$ cat config.mk
export PLATFORM = sky130hd
export DESIGN_NAME = video_scan_out
export DESIGN_NICKNAME = d
export VERILOG_FILES = /design/src/rtl/video_scan_out.sv
export SDC_FILE = /design/constraint.sdc
export NUM_CORES = 1
export LEC_CHECK = 0
export ABC_AREA = 1
export ABC_CLOCK_PERIOD_IN_PS = 3000
export CAP_MARGIN = 0
export CELL_PAD_IN_SITES_DETAIL_PLACEMENT = 2
export CELL_PAD_IN_SITES_GLOBAL_PLACEMENT = 2
export CORE_ASPECT_RATIO = 0.6
export CORE_MARGIN = 5
export CORE_UTILIZATION = 32
export CTS_CLUSTER_DIAMETER = 50
export DETAILED_ROUTE_END_ITERATION = 10
export GPL_ROUTABILITY_DRIVEN = 0
export GPL_TIMING_DRIVEN = 0
export PLACE_DENSITY = 0.86
export SYNTH_ARGS = -nofsm -noshare
export SYNTH_HDL_FRONTEND = slang
export SYNTH_SLANG_ARGS = --single-unit
export TNS_END_PERCENT = 10
$ cat constraint.sdc
create_clock -name clk -period 3 [get_ports clk]
set_input_delay 0.6 -clock clk [delete_from_list [all_inputs] [get_ports clk]]
set_output_delay 0.6 -clock clk [all_outputs]
set_load 0.05 [all_outputs]
$ cat src/rtl/video_scan_out.sv
// video_scan_out: raster timing generator and pixel scan-out engine.
//
// Walks an H_TOTAL x V_TOTAL raster. In the visible area it fetches one
// 32-bit word every 4 pixels from video memory. It then serialises the word
// LSB-byte first onto pixel. The timing terms (visible, hsync, vsync, irq)
// go through a 3-stage delay so they line up with the fetched pixel data.
//
// Ports
//   clk           pixel/system clock, rising edge
//   rst           asynchronous reset, active low
//   enable        scan-out enable; low clears counters and delay pipeline
//   video_address byte address to memory read port (word aligned)
//   video_data    memory read data, valid in the 2nd cycle after an address change
//   pixel         pixel byte, 0 outside the visible area
//   pixel_valid   data enable (visible area)
//   hsync, vsync  active-low syncs
//   vblank_irq    one-cycle pulse at start of vertical blanking
module video_scan_out #(
    parameter int H_VISIBLE = 128,
    parameter int H_FRONT   = 8,
    parameter int H_SYNC    = 16,
    parameter int H_BACK    = 8,
    parameter int V_VISIBLE = 64,
    parameter int V_FRONT   = 2,
    parameter int V_SYNC    = 4,
    parameter int V_BACK    = 10
) (
    input  logic        clk,
    input  logic        rst,
    input  logic        enable,
    output logic [12:0] video_address,
    input  logic [31:0] video_data,
    output logic [7:0]  pixel,
    output logic        pixel_valid,
    output logic        hsync,
    output logic        vsync,
    output logic        vblank_irq
);

    localparam int H_TOTAL = H_VISIBLE + H_FRONT + H_SYNC + H_BACK;
    localparam int V_TOTAL = V_VISIBLE + V_FRONT + V_SYNC + V_BACK;
    localparam int HW      = $clog2(H_TOTAL);
    localparam int VW      = $clog2(V_TOTAL);
    localparam int STAGES  = 3;

    localparam logic [HW-1:0] H_LAST = HW'(H_TOTAL - 1);
    localparam logic [HW-1:0] H_VIS  = HW'(H_VISIBLE);
    localparam logic [HW-1:0] H_SS   = HW'(H_VISIBLE + H_FRONT);
    localparam logic [HW-1:0] H_SE   = HW'(H_VISIBLE + H_FRONT + H_SYNC);
    localparam logic [VW-1:0] V_LAST = VW'(V_TOTAL - 1);
    localparam logic [VW-1:0] V_VIS  = VW'(V_VISIBLE);
    localparam logic [VW-1:0] V_SS   = VW'(V_VISIBLE + V_FRONT);
    localparam logic [VW-1:0] V_SE   = VW'(V_VISIBLE + V_FRONT + V_SYNC);

    logic [HW-1:0]     h_count;
    logic [VW-1:0]     v_count;
    logic [10:0]       word_count;
    logic [31:0]       shift_reg;
    logic [STAGES:1]   vld_pipe;
    logic [STAGES:1]   hs_pipe;
    logic [STAGES:1]   vs_pipe;
    logic [STAGES:1]   irq_pipe;
    logic [2:1]        fetch_pipe;

    logic              visible;
    logic              fetch;
    logic              hs_term;
    logic              vs_term;
    logic              irq_term;
    logic [10:0]       word_cur;

    always_comb begin
        visible  = (h_count < H_VIS) && (v_count < V_VIS);
        fetch    = visible && (h_count[1:0] == 2'b00);
        hs_term  = (h_count >= H_SS) && (h_count < H_SE);
        vs_term  = (v_count >= V_SS) && (v_count < V_SE);
        irq_term = (h_count == '0) && (v_count == V_VIS);
        // The word counter restarts at the top of every frame; the first
        // fetch of the frame must already use the cleared value.
        word_cur = ((h_count == '0) && (v_count == '0)) ? 11'd0 : word_count;
    end

    always_ff @(posedge clk or negedge rst) begin
        if (!rst) begin
            h_count       <= '0;
            v_count       <= '0;
            word_count    <= '0;
            video_address <= '0;
            shift_reg     <= '0;
            vld_pipe      <= '0;
            hs_pipe       <= '0;
            vs_pipe       <= '0;
            irq_pipe      <= '0;
            fetch_pipe    <= '0;
        end else if (!enable) begin
            // Abort: video_address and shift_reg keep their last values.
            h_count    <= '0;
            v_count    <= '0;
            word_count <= '0;
            vld_pipe   <= '0;
            hs_pipe    <= '0;
            vs_pipe    <= '0;
            irq_pipe   <= '0;
            fetch_pipe <= '0;
        end else begin
            if (h_count == H_LAST) begin
                h_count <= '0;
                v_count <= (v_count == V_LAST) ? '0 : v_count + VW'(1);
            end else begin
                h_count <= h_count + HW'(1);
            end

            if (fetch) begin
                video_address <= {word_cur, 2'b00};
                word_count    <= word_cur + 11'd1;
            end else begin
                word_count    <= word_cur;
            end

            vld_pipe   <= {vld_pipe[STAGES-1:1], visible};
            hs_pipe    <= {hs_pipe[STAGES-1:1], hs_term};
            vs_pipe    <= {vs_pipe[STAGES-1:1], vs_term};
            irq_pipe   <= {irq_pipe[STAGES-1:1], irq_term};
            fetch_pipe <= {fetch_pipe[1], fetch};

            // Read data for the fetch at 4k is valid during 4k+2; load it
            // then, otherwise shift the next byte down into [7:0].
            if (fetch_pipe[2])
                shift_reg <= video_data;
            else
                shift_reg <= {8'h00, shift_reg[31:8]};
        end
    end

    assign pixel_valid = vld_pipe[STAGES];
    assign pixel       = vld_pipe[STAGES] ? shift_reg[7:0] : 8'h00;
    assign hsync       = ~hs_pipe[STAGES];
    assign vsync       = ~vs_pipe[STAGES];
    assign vblank_irq  = irq_pipe[STAGES];

endmodule
# Word-level counts from Yosys, hierarchy flattened

Index checks and enable logic that the tools add are counted.

$lt $le $gt $ge: 6
Add/subtract/negate cells: 3
Multiplexer cells: 15
Eq/ne operators: 4
Reductions and logical operators: 10
Bitwise operators: 2

Operator list:

| operator                                              | count |
|---|---|
| 2-to-1 mux 11 bit                                     | 3 |
| 2-to-1 mux 32 bit                                     | 1 |
| 2-to-1 mux 8 bit                                      | 3 |
| 2-to-1 mux 7 bit                                      | 3 |
| < comparator 8 bit, second input constant             | 2 |
| == test 7 bit, second input constant                  | 2 |
| < comparator 7 bit, second input constant             | 2 |
| 2-to-1 mux 3 bit                                      | 4 |
| adder 11 x 1 -> 11 bit, second input constant         | 1 |
| adder 8 x 1 -> 8 bit, second input constant           | 1 |
| == test 8 bit, second input constant                  | 1 |
| >= comparator 8 bit, second input constant            | 1 |
| logical NOT 8 bit                                     | 1 |
| adder 7 x 1 -> 7 bit, second input constant           | 1 |
| >= comparator 7 bit, second input constant            | 1 |
| logical NOT 7 bit                                     | 1 |
| logical AND 1 bit                                     | 6 |
| logical NOT 2 bit                                     | 1 |
| 2-to-1 mux 2 bit                                      | 1 |
| inequality test 2 x 1 -> 1 bit, second input constant | 1 |
| inverter 1 bit                                        | 2 |
| AND reduction 2 bit                                   | 1 |

Output and inout bits: 25
Logic and storage cells: 50
Flip-flop bits (word level): 83
Bits of input ports: 35

# Depth between registers and ports, before layout

Depth after elaboration: 6
Mapped depth: 17
Depth with buffers taken out: 16

# Worst setup path before layout

Ideal clock, no wire load.

Kind: flip-flop to flip-flop
Start: reg v_count[0]
End: reg word_count[8]
Arrival: 1969 ps
Cell stages (with the launch flop): 17
Data required time: 2878 ps
Buffers on the path: 1
Clock period less this slack: 2091 ps
Library setup time: 122 ps
Slack: 909 ps
Cells stage by stage: dfrtp_1 inv_1 ha_1 nand2_1 nor2_2 nand2_4 buf_6 inv_2 nor2_2 ha_1 inv_1 nor2_2 nand4_2 nor2_4 nand2_1 o21ai_0 nor2_1

Longest elaborated chain between the ends: 6
Elaborated cells on any way between the ends: 9
Classes of those cells: 1 x add/sub; 1 x order compare; 3 x mux; 4 x reduce/logical

Ends and longest elaborated chain:

| what                     | RTL line | text |
|---|---|---|
| start: declaration       | 56       | `logic [VW-1:0] v_count;` |
| start signal: assignment | 108      | `v_count <= (v_count == V_LAST) ? '0 : v_count + VW'(1);` |
| logical NOT 7 bit        | 80       | `word_cur = ((h_count == '0) && (v_count == '0)) ? 11'd0 : word_count;` |
| logical AND 1 bit        | 80       |  |
| 2-to-1 mux 11 bit        | 80       |  |
| net word_cur[1]          | 70       | `logic [10:0] word_cur;` |
| adder 11 x 1 -> 11 bit   | 115      | `word_count <= word_cur + 11'd1;` |
| 2-to-1 mux 11 bit        | 113      | `if (fetch) begin` |
| 2-to-1 mux 11 bit        | 95       | `end else if (!enable) begin` |
| end signal: assignment   | 115      |  |
| end signal: assignment   | 117      | `word_count <= word_cur;` |
| end: declaration         | 57       | `logic [10:0] word_count;` |

The timed path passes the listed nets, and every way through them passes these cells.
A chain may end at the register's enable or synchronous reset.

# Worst setup path in the final report

Start: reg vld_pipe[3] (netlist name)
End: out pixel[3]

Longest elaborated chain between the ends: 1

Ends and longest elaborated chain:

| what                     | RTL line | text |
|---|---|---|
| start: declaration       | 59       | `logic [STAGES:1] vld_pipe;` |
| start signal: assignment | 120      | `vld_pipe <= {vld_pipe[STAGES-1:1], visible};` |
| 2-to-1 mux 8 bit         | 136      | `assign pixel = vld_pipe[STAGES] ? shift_reg[7:0] : 8'h00;` |
| end: declaration         | 33       | `output logic [7:0] pixel,` |

Every way passes these cells.

==> metrics.yaml <==
synthToLayoutAreaGrowth_pct: 28.28
drt-total-wl_mm: 12.46
grt_pass1_wl_mm: 20.67
min_period_over_period_pct: 86.55
yosysSeqAreaShare_pct: 53.83
ys.flop_type: "dfrtp_1"
arrival_ps: 2000
fin_crit_ps: 2596
drt-vias-per-instance: 4.821
synthDistinctLibCells: 33
syn_area_um2: 3859
slowest_stage: "clkdlybuf4s50_1"
cp.depth: 4
wl_met3_um: 389
ys_ff_latch: 83
cp_top_family: "buffers and inverters"
fillCellCount: 1382
setup_viol: 0
synth_area_leaders: "dfrtp_1, inv_1, a21oi_1, o21ai_0, nand2_1"
largest_register_ffs: 32
hold_viol_final: 0
cts_max_path_buffers: 2
remaining_drc_errors: 0
skew_ps: 7.683
synthCells: 465
fmax_mhz: 385.1
yosysWarningCount: 0
clock_latency_ps: 340
clock_sinks: 83
syn_area_per_cell_um2: 8.298
yosysTopAreaCell: "dfrtp_1"
slowest_delay_ps: 810
ir_worst_vdd_mv: 0.2528
die_w_um: 151.8
met2WireLength_mm: 6.044
crit_required_ps: 2400
core_area_um2: 11950
drt-initial-drc-count: 84
drive_above_1_share_pct: 6.877
switchingPower_mw: 0.7023
r2r_start: "h_count[0]"
powerDensity_nw_per_um2: 543.4
swShare_pct: 26.11
antenna_cells: 0
pwr-share-comb_pct: 13.2
critPathBufInv: 3
max-slew-margin-rel_pct: 62.28
rsz0062_at_grt: "no"
crit_chain: "clkbuf_1, nand2_1, inv_1, clkdlybuf4s50_1"
dr.max_layer_used: "met4"
cts_htree_levels: 3
dp_hpwl_mm: 9.178
wl_met1_mm: 5.932
cts-root-buf: "clkbuf_16"
dieArea_um2: 14430
cts_hold_buf: 0
path_max_fanout: 8
rr_endpoint: "word_count[8]"
grt_pass1_vias: 3876
port_buffers: 56
synthMostInstantiatedCell: "dfrtp_1"
num_rows: 31
hold_class: "input pin to asynchronous set/reset pin"
drv_slew: 0
cap_violations: 0
fin_nets: 574
io_pins: 60
grt_antenna_before_repair: 0
antenna_left: 0
cp-start-kind: "flop"
p_total_mw: 2.690
post-cts-setup-buffers: 0
synth_common_cells: "dfrtp_1, inv_1, nand2_1"
tritoncts: "yes"
path_clk_slew_ps: 60
cts_resized: 0
status: "finished, final reports clean"
timing.hold.ws_ps: 120.8
worstSetupEndpoint: "pixel[3]"
grt_overflow: 0
synth-edff-count: 0
gr-usage-all-layers_pct: 18.71
clkPwrFrac_pct: 41.8
startpoint: "vld_pipe[3]"
start_util_pct: 32.30
worst_pin_slew_ps: 565.8
vias: 3389
cp-end-kind: "output pin"
cts_buffers: 9
power.leakage_nw: 2.315
pwr-share-seq_pct: 45.0
die_height_um: 95.06
crit_type: "flop to output pin"
synth.top_cell.area_share_pct: 53.83
p_int_mw: 1.987
async_flop_share_pct: 100.0
grt_max_degree: 70
drt_pre_antenna_iters: 4
avgRoutedWirePerCell_um: 17.72
reg2regPathDepth: 16
ff2ff_setup_slack_ps: 430
-- worst reg2reg max path: cells and delay by family, from the launching register on --
family	cells	cell delay, ps
buf+inv	4	380
compound gates	1	190
simple gates	9	1110
fa+ha+maj	2	400
flops	1	390
-- cells by family after synthesis --
kind of cell | share of synthesized area [%]
simple gates | 18.84
compound gates | 14.82
buf+inv | 10.34
flops | 53.83
fa+ha+maj | 1.621
xor+xnor | 0.4540
other cells | 0.09718
-- layout make-up --
| cell class | count | area, um2 | area share, % |
|---|---|---|---|
| Buffer | 23 | 106.4 | 2.149 |
| Timing Repair Buffer | 57 | 585.6 | 11.83 |
| Multi-Input combinational cell | 282 | 1386 | 28.01 |
| Clock inverter | 2 | 35.03 | 0.7078 |
| Clock buffer | 13 | 260.3 | 5.258 |
| Inverter | 78 | 292.8 | 5.915 |
| Tap cell | 165 | 206.4 | 4.171 |
| Sequential cell | 83 | 2077 | 41.96 |
-- worst min-delay path by stage --
stage / to / depth (start not counted) / slack, ps
after floorplan: fetch_pipe[1] / 0 / 300
after global placement: hs_pipe[2] / 2 / 420
after detailed placement: vld_pipe[2] / 2 / 430
after CTS: video_address[2] / 1 / 120
after global routing: video_address[2] / 1 / 120
final: video_address[2] / 1 / 120
-- metal layers --
metal	track usage, %	vias up
li1	-	1621
met1	25.09	1711
met2	31.76	48
met3	3.895	9
met4	3.587	0
met5	0	-
-- power groups by stage --
| stage | Clock (mW) | Sequential, mW | Combinational [mW] |
|---|---|---|---|
| after floorplan | 0 | 1.24 | 0.176 |
| after global placement | 0 | 1.23 | 0.330 |
| after detailed placement | 0 | 1.23 | 0.354 |
| after CTS | 1.15 | 1.21 | 0.362 |
| after global routing | 1.19 | 1.22 | 0.396 |
| final | 1.13 | 1.21 | 0.355 |
-- per-stage QoR --
stage          util [%]  instances  worst slack (ps)  instance area (um2)  setup TNS, ps
3_3_place_gp      38.75        687             -1743                 4629        -144000
5_1_grt           41.43        703             196.9                 4950              0
6_report          41.43        703             403.6                 4950              0
2_1_floorplan         -        466             909.2                 3862              0
3_5_place_dp      38.96        688             490.4                 4654              0
4_1_cts           41.43        703             361.4                 4950              0
-- cell usage in the layout, fill, tap and decap left out, types with 2 or more instances in the layout --
master           instances
nand2_1                 63
inv_1                   73
a21oi_1                 53
dfrtp_1                 83
nor3b_1                  2
inv_2                    5
clkbuf_8                 2
nor3_1                  13
buf_4                    4
conb_1                   2
nand4_1                  6
clkdlybuf4s50_1         55
clkbuf_1                19
nor2_1                  45
o31ai_1                  2
xor2_1                   2
clkbuf_16                9
o21ai_0                 51
nor2_2                   7
nand3_1                 19
ha_1                     5
No activity file was read; power rests on OpenSTA's default activity.
